[src/rtl/imem_loader_pkg.sv]
// Shared types and constants for the instruction-memory boot loader.
// Holds the loader state encoding, the halt word, and the stream byte width.
package imem_loader_pkg;

   typedef enum logic [2:0] {
      ST_IDLE,
      ST_COUNT,
      ST_DATA,
      ST_CHECK,
      ST_DONE,
      ST_ERR
   } state_t;

   localparam logic [31:0] HALT_WORD = 32'h0000007F;
   localparam int          BYTE_W    = 8;

endpackage

[src/rtl/imem_loader_if.sv]
// Byte-stream handshake plus instruction-memory write port seen by the loader.
// The slave modport is the loader; the master modport is the host/memory side.
interface imem_loader_if
   import imem_loader_pkg::*;
#(
   parameter int ADDR_W = 6
);
   logic              in_valid;
   logic [BYTE_W-1:0] in_data;
   logic              in_ready;
   logic [ADDR_W-1:0] mem_addr;
   logic [31:0]       mem_wdata;
   logic              mem_wren;

   modport master (
      output in_valid, in_data,
      input  in_ready, mem_addr, mem_wdata, mem_wren
   );

   modport slave (
      input  in_valid, in_data,
      output in_ready, mem_addr, mem_wdata, mem_wren
   );
endinterface

[src/rtl/imem_loader_byte_packer.sv]
// Packs accepted bytes little-endian into 32-bit words; word_valid is combinational
// on the 4th byte so the next word's first byte is taken without a stall.
module imem_loader_byte_packer
   import imem_loader_pkg::*;
(
   input  logic              clk,
   input  logic              rst_n,
   input  logic              clr,
   input  logic              byte_vld,
   input  logic [BYTE_W-1:0] byte_dat,
   output logic              word_valid,
   output logic [31:0]       word
);
   logic [1:0]  lane;
   // Only the three earlier bytes need storage; the 4th arrives on byte_dat.
   logic [23:0] sh;

   assign word_valid = byte_vld && (lane == 2'd3);
   assign word       = {byte_dat, sh};

   always_ff @(posedge clk or negedge rst_n) begin
      if (!rst_n) begin
         lane <= 2'd0;
         sh   <= 24'd0;
      end else if (clr) begin
         lane <= 2'd0;
         sh   <= 24'd0;
      end else if (byte_vld) begin
         lane <= lane + 2'd1;
         sh   <= {byte_dat, sh[23:8]};
      end
   end

endmodule

[src/rtl/imem_loader.sv]
// Boot loader: framed byte stream -> sequential 32-bit imem writes, one cycle after each 4th byte.
// in_ready high in COUNT/DATA/CHECK only; sustains one byte per cycle, bubbles allowed.
module imem_loader
   import imem_loader_pkg::*;
#(
   parameter int ADDR_W = 6,
   parameter int DEPTH  = 64
) (
   input  logic         clk,
   input  logic         rst_n,
   input  logic         start,
   imem_loader_if.slave bus,
   output logic         core_run,
   output logic         load_done,
   output logic         load_err
);
   localparam logic [7:0] DEPTH_B = 8'(DEPTH);

   state_t            state, state_nxt;
   logic              go, take, pk_vld, word_vld, cnt_bad, ck_ok;
   logic [31:0]       word;
   logic [7:0]        word_idx, count, acc;
   logic [ADDR_W-1:0] mem_addr_r;
   logic [31:0]       mem_wdata_r;
   logic              mem_wren_r;

   assign bus.in_ready  = (state == ST_COUNT) || (state == ST_DATA) || (state == ST_CHECK);
   assign take          = bus.in_valid && bus.in_ready;
   assign pk_vld        = take && (state == ST_DATA);
   assign cnt_bad       = (bus.in_data == 8'd0) || (bus.in_data > DEPTH_B);
   assign ck_ok         = (bus.in_data == acc);
   assign bus.mem_addr  = mem_addr_r;
   assign bus.mem_wdata = mem_wdata_r;
   assign bus.mem_wren  = mem_wren_r;

   always_ff @(posedge clk or negedge rst_n) begin
      if (!rst_n) state <= ST_IDLE;
      else        state <= state_nxt;
   end

   always_comb begin
      state_nxt = state;
      go        = 1'b0;
      case (state)
         ST_IDLE, ST_DONE, ST_ERR: begin
            if (start) begin
               go        = 1'b1;
               state_nxt = ST_COUNT;
            end
         end
         ST_COUNT: if (take) state_nxt = cnt_bad ? ST_ERR : ST_DATA;
         ST_DATA:  if (word_vld && (word_idx + 8'd1 == count)) state_nxt = ST_CHECK;
         ST_CHECK: if (take) state_nxt = ck_ok ? ST_DONE : ST_ERR;
         default:  state_nxt = ST_IDLE;
      endcase
   end

   imem_loader_byte_packer u_byte_packer (
      .clk        (clk),
      .rst_n      (rst_n),
      .clr        (go),
      .byte_vld   (pk_vld),
      .byte_dat   (bus.in_data),
      .word_valid (word_vld),
      .word       (word)
   );

   always_ff @(posedge clk or negedge rst_n) begin
      if (!rst_n) begin
         word_idx    <= 8'd0;
         count       <= 8'd0;
         acc         <= 8'd0;
         mem_addr_r  <= '0;
         mem_wdata_r <= 32'd0;
         mem_wren_r  <= 1'b0;
         core_run    <= 1'b0;
         load_done   <= 1'b0;
         load_err    <= 1'b0;
      end else begin
         mem_wren_r <= 1'b0;
         if (go) begin
            word_idx  <= 8'd0;
            acc       <= 8'd0;
            core_run  <= 1'b0;
            load_done <= 1'b0;
            load_err  <= 1'b0;
         end
         if (take && (state == ST_COUNT)) begin
            count    <= bus.in_data;
            load_err <= cnt_bad;
         end
         if (pk_vld) acc <= acc ^ bus.in_data;
         if (word_vld) begin
            mem_addr_r  <= word_idx[ADDR_W-1:0];
            mem_wdata_r <= word;
            mem_wren_r  <= 1'b1;
            word_idx    <= word_idx + 8'd1;
         end
         if (take && (state == ST_CHECK)) begin
            load_done <= ck_ok;
            core_run  <= ck_ok;
            load_err  <= !ck_ok;
         end
      end
   end

endmodule
[src/flat_wrapper.sv]
// flat-port wrapper written by rule: the top's interface ports become plain ports
module imem_loader_flat import imem_loader_pkg::*;
#(
   parameter int ADDR_W = 6,
   parameter int DEPTH  = 64
)
  (clk, rst_n, start, core_run, load_done, load_err, bus_in_valid, bus_in_data, bus_in_ready, bus_mem_addr, bus_mem_wdata, bus_mem_wren);
  imem_loader_if #(.ADDR_W(ADDR_W)) bus_i ();
  input  logic clk;
  input  logic rst_n;
  input  logic start;
  output logic core_run;
  output logic load_done;
  output logic load_err;
  input wire logic [$bits(bus_i.in_valid)-1:0] bus_in_valid;
  input wire logic [$bits(bus_i.in_data)-1:0] bus_in_data;
  output wire logic [$bits(bus_i.in_ready)-1:0] bus_in_ready;
  output wire logic [$bits(bus_i.mem_addr)-1:0] bus_mem_addr;
  output wire logic [$bits(bus_i.mem_wdata)-1:0] bus_mem_wdata;
  output wire logic [$bits(bus_i.mem_wren)-1:0] bus_mem_wren;
  assign bus_i.in_valid = bus_in_valid;
  assign bus_i.in_data = bus_in_data;
  assign bus_in_ready = bus_i.in_ready;
  assign bus_mem_addr = bus_i.mem_addr;
  assign bus_mem_wdata = bus_i.mem_wdata;
  assign bus_mem_wren = bus_i.mem_wren;
  imem_loader #(.ADDR_W(ADDR_W), .DEPTH(DEPTH)) u_core (.clk(clk), .rst_n(rst_n), .start(start), .bus(bus_i), .core_run(core_run), .load_done(load_done), .load_err(load_err));
endmodule
[config.mk]
export PLATFORM = sky130hd
export DESIGN_NAME = imem_loader_flat
export DESIGN_NICKNAME = d
export VERILOG_FILES = /design/src/rtl/imem_loader_pkg.sv /design/src/rtl/imem_loader_if.sv /design/src/rtl/imem_loader_byte_packer.sv /design/src/rtl/imem_loader.sv /design/src/flat_wrapper.sv
export SDC_FILE = /design/constraint.sdc
export NUM_CORES = 1
export LEC_CHECK = 0
export CORE_ASPECT_RATIO = 1.1
export CORE_UTILIZATION = 57
export CTS_BUF_LIST = sky130_fd_sc_hd__clkbuf_4 sky130_fd_sc_hd__clkbuf_8
export CTS_CLUSTER_SIZE = 25
export DETAILED_ROUTE_END_ITERATION = 6
export HOLD_SLACK_MARGIN = 0.03
export PLACE_DENSITY = 0.89
export SYNTH_ARGS = -nofsm -noshare
export SYNTH_HDL_FRONTEND = slang
export SYNTH_SLANG_ARGS = --single-unit
export TNS_END_PERCENT = 50
[constraint.sdc]
create_clock -name clk -period 2.3 [get_ports clk]
set_input_delay 0.23 -clock clk [delete_from_list [all_inputs] [get_ports clk]]
set_output_delay 0.23 -clock clk [all_outputs]
set_load 0.05 [all_outputs]
==> flow_summary.ini, run 1 <==
[route]
wl_per_cell_um = 16.30
wirelength_um = 8589
ant_nets = 0
drtPass1Iterations = 5
avgViaCountPerCell = 5.875
first_iter_violations = 293
drc_errors = 0
vias = 3096

[synth]
ys_types = 38
synthFlopType = dfrtp_1
synth_top_area_share_pct = 58.62
ys_ff_latch = 94
synth_xor_area_share_pct = 4.147
synth_area_leaders = dfrtp_1, nand2_1, mux2_2
muxShareOfSynthArea_pct = 6.455
synth_compound_gate_area_share_pct = 10.91
synth_fa_ha_area_share_pct = 0.6236
synthArstFlopShare_pct = 100.0
synth_edf_count = 0
yosysWarningCount = 0
synth_seq_area_share_pct = 58.62
synth_top_family_by_area = simple AND/OR/NAND/NOR gates
avgSynthCellArea_um2 = 10.53
synth.largest_area_cell = dfrtp_1
synthSimpleGateAreaFrac_pct = 16.34
synth_nets = 395
syn-cell-area_um2 = 4013
syn-instance-count = 381

[timing]
finalCritPeriodShare_pct = 93.41
rsz0062_at_grt = no
fmaxAchievable_mhz = 465.4
min_period_ns = 2.149
finalSetupViolCount = 0
hold_violations = 0
whs_ns = 0.3955
max_slew_margin_pct = 62.24
clock_skew_ns = 0.007847
worst_pin_slew_ns = 0.5664
slew_violations = 0

[placed_design]
dp_hpwl_um = 5666
numPortBuffers = 54
placed_area_um2 = 4700
place_inst = 510
place_congestion = 0.8564

[floorplanning]
core_area_um2 = 6710
io_pins = 55
die_x_um = 82.00
dieArea_um2 = 7379
rows = 31
die_y_um = 90.00
start_util_pct = 59.80

[critical_path]
critPathMaxStageDelay_ns = 0.81
cp_slowest_cell = clkdlybuf4s50_1
cp.arrival_ns = 1.92
worstSetupPathType = flip-flop to output port
crit_path_end_kind = output port
startpoint_type = flip-flop
cp_common_cell = nor2_1
crit_chain = nor2_1 -> nor2_1 -> clkdlybuf4s50_1
critPathMaxFanout = 10
critical_path_required_ns = 2.07

[final_layout]
drive_gt1_share_pct = 13.48
most-common-layout-cells = nand2_1, dfrtp_1, clkdlybuf4s50_1
fill_cells = 447
final_area_um2 = 4921
layout_commonest_cell = nand2_1
finalNonFillerCells = 527
layout.nets = 454
syn_to_final_growth_pct = 22.64
diodes = 0

[clocking]
clk_transition_reported_paths_ns = 0.10
cts_tree = done
clock_latency_ns = 0.37
cts_setup_buffers = 0
numClockSinks = 94
cts_max_level = 3
cts-root-buf = clkbuf_8
cts_buffers = 9
cts.path.max_buffers = 2

[power]
cellLeakagePower_nw = 2.414
power_density_nw_per_um2 = 803.3
peakVddDrop_mv = 0.6135

[global_route]
grt_max_degree = 51
antenna_found_initial = 0
grt_usage_pct = 26.80
grt_pass1_wl_um = 14790
grt_pass1_vias = 3059
grt-ovfl-total = 0

[job]
max_cap_violations = 0

[min_path]
hold_path.class = input pin to asynchronous set/reset pin

[run_status]
status = finished, final reports clean
-- stage by stage --
step | TNS, ns | utilization, % | total power [mW] | worst slack [ns]
2_1_floorplan | 0 | - | 2.520 | 0.2687
3_3_place_gp | -0.05176 | 70.04 | 2.780 | -0.05176
3_5_place_dp | -0.09415 | 70.04 | 2.814 | -0.05240
4_1_cts | 0 | 73.34 | 3.964 | 0.1506
5_1_grt | 0 | 73.34 | 4.136 | 0.03986
6_report | 0 | 73.34 | 3.953 | 0.1515
-- critical path: cells and delay by family, from the launching register on --
kind / cells / cell delay [ns]
buf+inv: 1 / 0.81
flops: 1 / 0.53
simple gates: 2 / 0.21
-- registers in the layout (all words and copies together), names as in the netlist --
signal and count:
u_core.bus.mem_addr 6, u_core.word_idx 8, u_core.count 8, u_core.acc 8, u_core.u_byte_packer.lane 2, u_core.u_byte_packer.sh 24, u_core.bus.mem_wdata 32, u_core.core_run 1
u_core.load_err 1, u_core.bus.mem_wren 1, u_core.state 3
-- worst paths after layout --
check,from,to,slack (ns),cells after the start
setup / recovery,u_core.state[1],bus_in_ready,0.15,3
hold / removal,rst_n,u_core.bus.mem_wdata[29],0.40,2
setup reg to reg,u_core.word_idx[1],u_core.state[0],0.23,6
hold reg to reg,u_core.bus.mem_wdata[0],u_core.bus.mem_wdata[0],0.48,2
max in group asynchronous,rst_n,u_core.u_byte_packer.sh[14],1.25,3
min in group clk,u_core.bus.mem_wdata[0],u_core.bus.mem_wdata[0],0.48,2
-- cells by family (layout without fill, tap and decap cells) --
kind of cell	after synthesis	after routing
and+or+nand+nor	152	152
xor gates and xnor gates	19	19
buffers and inverters	24	88
AOI/OAI and AO/OA	67	67
DFF	94	94
adders and majority gates	2	2
muxes	23	23
-- cells in the mapped netlist, types with 3 or more instances --
master	count
and2_1	3
buf_2	6
dfrtp_1	94
mux2_2	23
nor4_1	3
o21ai_0	34
nand3_1	4
nand3b_1	3
nand2_1	106
nor2_1	19
xnor2_1	7
o31ai_1	3
a31oi_1	3
clkbuf_1	12
xor2_1	12
inv_1	3
a22o_1	17
-- layout make-up --
cell class / count / area [um^2] / area share [%]
well taps: 82 / 102.6 / 2.085
multi-input cells: 263 / 1565 / 31.81
clock buffers: 9 / 123.9 / 2.517
repair buffers: 69 / 678.2 / 13.78
inverters: 3 / 11.26 / 0.2288
flip-flops and latches: 94 / 2352 / 47.80
clock inverters: 7 / 87.58 / 1.780
-- where the power goes --
part / internal (mW) / leakage (nW) / switching [mW]
combinational: 0.366 / 1.02 / 0.472
clock: 0.527 / 0.108 / 0.626
sequential: 1.79 / 1.29 / 0.167
total: 2.69 / 2.41 / 1.27
-- timing repair --
item | CTS | global route
gates resized for setup | 0 | 0
endpoints found under the hold margin | 44 | 0
hold buffers | 1 | 0
-- per-layer routing --
layer	global-route usage [%]	part of all wire, %
met1	38.52	44
met2	38.71	47
met3	4.670	5.0
met4	14.04	3.6
met5	0	0
No activity file was read; power rests on OpenSTA's default activity.
==> run 2, diff against run 1 <==
ABC_AREA = 1   (was default)
CAP_MARGIN = 10   (was default)
CORE_UTILIZATION = 56   (was 57)
GPL_TIMING_DRIVEN = 1   (was default)
PLACE_DENSITY = 0.87   (was 0.89)
==> run 2 against run 1 <==
Against the previous run:
- count of clock-buffer cells in the layout increased by 1
- sequential power barely moved
- die area rose by 1.3%
- synthesized area decreased by 0.50%
- worst hold slack got worse by 0.049 ns
- synthesized cell count grew 13%
- routed wire length is 6.3% higher
- critical path depth unchanged
- clock power increased by 5%
- combinational power up 1%
- sequential cell count unchanged
- power rose by 1.5%
- critical path type unchanged
- critical endpoint unchanged
==> flow_summary.ini, run 2 <==
[run_status]
status = finished, final reports clean

[clocking]
cts.path.max_buffers = 2
post_cts_resized = 0
cts_max_level = 3
cts_buffers = 9
cts_tree = done
clk_transition_reported_paths_ns = 0.09
clock_latency_ns = 0.37
cts-root-buf = clkbuf_8
numClockSinks = 94

[placed_design]
numPortBuffers = 54
placed_area_um2 = 4587
dp_hpwl_um = 6189
place_congestion = 0.8976

[global_route]
grt_max_degree = 63
grt_pass1_vias = 3233
grt_usage_pct = 27.31
grt_pass1_wl_um = 15210
grt-ovfl-total = 0
antenna_found_initial = 0

[floorplanning]
die_x_um = 82.51
die_y_um = 90.56
start_util_pct = 59.16
io_pins = 55
dieArea_um2 = 7472
core_area_um2 = 6749
rows = 31

[synth]
synth_edf_count = 0
avgSynthCellArea_um2 = 9.242
synth_seq_area_share_pct = 58.92
ys_types = 32
syn-cell-area_um2 = 3993
synth.largest_area_cell = dfrtp_1
synth_common_cells = nand2_1, dfrtp_1, o21ai_0
ys_ff_latch = 94
synthFlopType = dfrtp_1
yosysWarningCount = 0
synth_most_common_cell = nand2_1
synthArstFlopShare_pct = 100.0
synth_top_area_share_pct = 58.92
synth_nets = 446
syn-instance-count = 432
synth_area_leaders = dfrtp_1, nand2_1, o21ai_0

[power]
total_power_mw = 4.013
swShare_pct = 31.90
cellLeakagePower_nw = 2.249
power_density_nw_per_um2 = 832.4
power.clock.fraction_pct = 30.2
p_sw_mw = 1.280
peakVddDrop_mv = 0.4966
internal_power_mw = 2.733
share_seq_of_total_power_pct = 48.6
p_comb_share_pct = 21.1

[route]
avgViaCountPerCell = 5.733
ant_nets = 0
wirelength_um = 9129
drtPass1Iterations = 5
wl_per_cell_um = 15.93
first_iter_violations = 358
vias = 3285
drc_errors = 0

[critical_path]
cp_top_family = buffers and inverters
critical_path_required_ns = 2.07
cp.arrival_ns = 1.88
worstSetupPathType = flip-flop to output port
critPathMaxFanout = 5
crit_path_end_kind = output port
path_buf_inv = 2
critPathMaxStageDelay_ns = 0.81
startpoint_type = flip-flop
crit_chain = inv_2 -> a21oi_1 -> clkdlybuf4s50_1
cp_slowest_cell = clkdlybuf4s50_1

[timing]
fmaxAchievable_mhz = 474.1
worst_pin_slew_ns = 0.5244
slew_violations = 0
max_slew_margin_pct = 64.95
finalSetupViolCount = 0
clock_skew_ns = 0.01698
finalCritPeriodShare_pct = 91.70
min_period_ns = 2.109
hold_violations = 0
fin_setup_tns_ns = 0
rsz0062_at_grt = no

[min_path]
hold_path.class = input pin to asynchronous set/reset pin

[job]
max_cap_violations = 0

[final_layout]
syn_to_final_growth_pct = 20.75
drive_gt1_share_pct = 7.943
layout.nets = 500
most-common-layout-cells = nand2_1, dfrtp_1, o21ai_0
utilization_pct = 71.43
final_area_um2 = 4821
largest_reg_flops = 32
diodes = 0
layout_commonest_cell = nand2_1
[run 2: final cells by class]
cell class	count	area [um^2]
clock buffers	10	131.4
repair buffers	60	598.1
well taps	82	102.6
multi-input cells	274	1365
inverters	47	178.9
fillers	480	1928
flip-flops and latches	94	2352
clock inverters	6	92.59
[run 2: path summary, 6_finish.rpt]
check / start / to / slack (ns) / cells past startpoint
setup / recovery: u_core.state[1] / bus_in_ready / 0.19 / 3
hold / removal: rst_n / u_core.word_idx[3] / 0.35 / 2
setup reg to reg: u_core.word_idx[1] / u_core.state[2] / 0.44 / 12
hold reg to reg: u_core.u_byte_packer.sh[6] / u_core.bus.mem_wdata[6] / 0.49 / 2
max in group asynchronous: rst_n / u_core.acc[5] / 1.29 / 3
min in group clk: u_core.u_byte_packer.sh[6] / u_core.bus.mem_wdata[6] / 0.49 / 2
[run 2: logic make-up after synthesis]
group / after synthesis / synth area share (%)
adders and majority gates: 2 / 0.6267
xor gates and xnor gates: 10 / 2.194
buffers and inverters: 64 / 6.894
DFF: 94 / 58.92
AOI/OAI and AO/OA: 88 / 12.57
and+or+nand+nor: 174 / 18.80
[run 2: layer usage]
layer	track usage (%)	routed length (um)
met5	0	0
met4	15.80	345
met3	5.758	537
met2	41.39	4518
met1	35.91	3728
[run 2: stage by stage]
step / worst slack [ns] / hold WS (ns) / std cells
detailed placement: 0.4558 / 0.2001 / 556
CTS: 0.1835 / 0.3530 / 573
floorplan: 0.7198 / -0.06559 / 432
global route: 0.06912 / 0.3864 / 573
global placement: 0.4821 / 0.2040 / 556
finish: 0.1908 / 0.3461 / 573
[run 2: what timing repair did]
action / 4_1_cts / 5_1_grt
setup buffers: 0 / 0
hold buffers: 1 / 0
hold endpoints to repair: 32 / 0
[run 2: power groups by stage]
| stage | Combinational [mW] | Sequential (mW) | Clock [mW] |
|---|---|---|---|
| after floorplan | 0.592 | 1.98 | 0 |
| after global placement | 0.801 | 1.96 | 0 |
| after detailed placement | 0.839 | 1.98 | 0 |
| after CTS | 0.844 | 1.95 | 1.23 |
| after global routing | 0.938 | 1.97 | 1.31 |
| final | 0.848 | 1.95 | 1.21 |
==> run 3, diff against run 2 <==
CELL_PAD_IN_SITES_DETAIL_PLACEMENT = 1   (was default)
CELL_PAD_IN_SITES_GLOBAL_PLACEMENT = 1   (was default)
CORE_UTILIZATION = 43   (was 56)
HOLD_SLACK_MARGIN = 0.12   (was 0.03)
REMOVE_ABC_BUFFERS = 1   (was default)
==> run 3 against run 2 <==
Against the previous run:
- worst hold slack improved by 0.0077 ns
- combinational power is 3.4% higher
- largest cell class unchanged
- sequential power about the same
- die area increased by 29%
- maximum frequency down 3.0%
- global-route usage fell by 3.9 points
- first-iteration DRC count down 73%
- clock power fell by 14%
- worst setup slack got worse by 0.066 ns
- sequential share of layout area hardly changed
- clock skew is 0.0090 ns lower
==> flow_summary.ini, run 3 (same netlist as run 2, synthesis figures left out) <==
[clocking]
cts_tree = done
cts.path.max_buffers = 2
cts-root-buf = clkbuf_8
cts_setup_buffers = 0
cts_buffers = 9
cts_max_level = 3
numClockSinks = 94
clk_transition_reported_paths_ns = 0.09
clock_latency_ns = 0.37

[final_layout]
diodes = 0
layout.nets = 502
largest_reg_flops = 32
most-common-layout-cells = nand2_1, dfrtp_1, o21ai_0
drive_gt1_share_pct = 8.316
layout_commonest_cell = nand2_1
syn_to_final_growth_pct = 20.84
final_area_um2 = 4825
finalNonFillerCells = 607

[timing]
whs_ns = 0.3539
fin_setup_tns_ns = 0
clock_skew_ns = 0.007976
finalCritPeriodShare_pct = 94.58
max_slew_margin_pct = 58.12
fmaxAchievable_mhz = 459.7
hold_violations = 0
finalSetupViolCount = 0
worst_pin_slew_ns = 0.6276
worst_slack_ns = 0.1247
rsz0062_at_grt = no
min_period_ns = 2.175
slew_violations = 0

[critical_path]
rr_worst_depth = 11
startpoint_type = flip-flop
critPathMaxFanout = 5
cp_top_family = buffers and inverters
critical_path_required_ns = 2.07
path_buf_inv = 2
r2r-end = u_core.state[1]
r2r_setup_slack_ns = 0.32
cp.arrival_ns = 1.95
worstSetupPathDepth = 3
crit_chain = inv_2 -> a21oi_1 -> clkdlybuf4s50_1
r2r_start = u_core.word_idx[0]
crit_end = bus_in_ready
critPathLaunch = u_core.state[1]
critPathMaxStageDelay_ns = 0.82
crit_path_end_kind = output port
worstSetupPathType = flip-flop to output port
cp_slowest_cell = clkdlybuf4s50_1

[route]
avgViaCountPerCell = 5.292
vias = 3212
drc_errors = 0
first_iter_violations = 97
ant_nets = 0
drtPass1Iterations = 4
wl_per_cell_um = 16.77
wirelength_um = 10180

[power]
cellLeakagePower_nw = 2.239
peakVddDrop_mv = 0.4862
power_density_nw_per_um2 = 802.1

[min_path]
hold_path.class = input pin to asynchronous set/reset pin

[placed_design]
place_inst = 590
dp_hpwl_um = 7188
numPortBuffers = 54
place_congestion = 0.8472
placed_area_um2 = 4629
pre_cts_ws_ns = 0.4322

[job]
max_cap_violations = 0

[floorplanning]
io_pins = 55
core_area_um2 = 8919
start_util_pct = 44.77
dieArea_um2 = 9675
rows = 36
die_y_um = 103.1
die_x_um = 93.88

[run_status]
status = finished, final reports clean

[global_route]
grt_usage_pct = 23.37
grt_max_degree = 41
grt_pass1_wl_um = 17040
grt-ovfl-total = 0
antenna_found_initial = 0
grt_pass1_vias = 3433
==> run 3: final cells by class <==
| cell class | instances | area [um^2] |
|---|---|---|
| fillers | 1046 | 4094 |
| flip-flops and latches | 94 | 2352 |
| multi-input cells | 274 | 1365 |
| repair buffers | 62 | 600.6 |
| inverters | 47 | 178.9 |
| clock buffers | 11 | 151.4 |
| well taps | 114 | 142.6 |
| clock inverters | 5 | 33.78 |
==> run 3: per-stage QoR <==
step	utilization [%]	power, mW
CTS	54.10	3.889
global route	54.10	4.072
detailed placement	51.91	2.855
global placement	51.91	2.793
finish	54.10	3.870
floorplan	-	2.533
==> run 3: timing repair <==
action / in CTS / in global routing
endpoints found under the hold margin: 32 / 0
gates resized for setup: 0 / 0
hold buffers: 1 / 0
==> run 3: per-layer routing <==
layer | GRT usage, % | share of wire, % | vias to the layer above
li1 | - | - | 1518
met1 | 29.18 | 43 | 1628
met2 | 39.81 | 52 | 52
met3 | 5.088 | 3.3 | 14
met4 | 9.112 | 2.0 | 0
met5 | 0 | 0 | -
==> run 3: where the power goes <==
| group | switching [mW] | leakage [nW] | internal [mW] | total, mW |
|---|---|---|---|---|
| clock network | 0.591 | 0.0913 | 0.450 | 1.04 |
| registers | 0.129 | 1.29 | 1.82 | 1.95 |
| logic | 0.598 | 0.855 | 0.278 | 0.877 |
| total | 1.32 | 2.24 | 2.55 | 3.87 |
==> run 3: worst min path at each step <==
stage                                     endpoint  depth (start not counted)  slack [ns]  start
after floorplan                      u_core.acc[0]                          0       -0.07  rst_n
after global placement     u_core.bus.mem_wdata[5]                          1        0.21  rst_n
after detailed placement   u_core.bus.mem_wdata[5]                          1        0.22  rst_n
after CTS                 u_core.bus.mem_wdata[12]                          2        0.36  rst_n
after global routing       u_core.bus.mem_wdata[9]                          2        0.38  rst_n
final                     u_core.bus.mem_wdata[12]                          2        0.35  rst_n
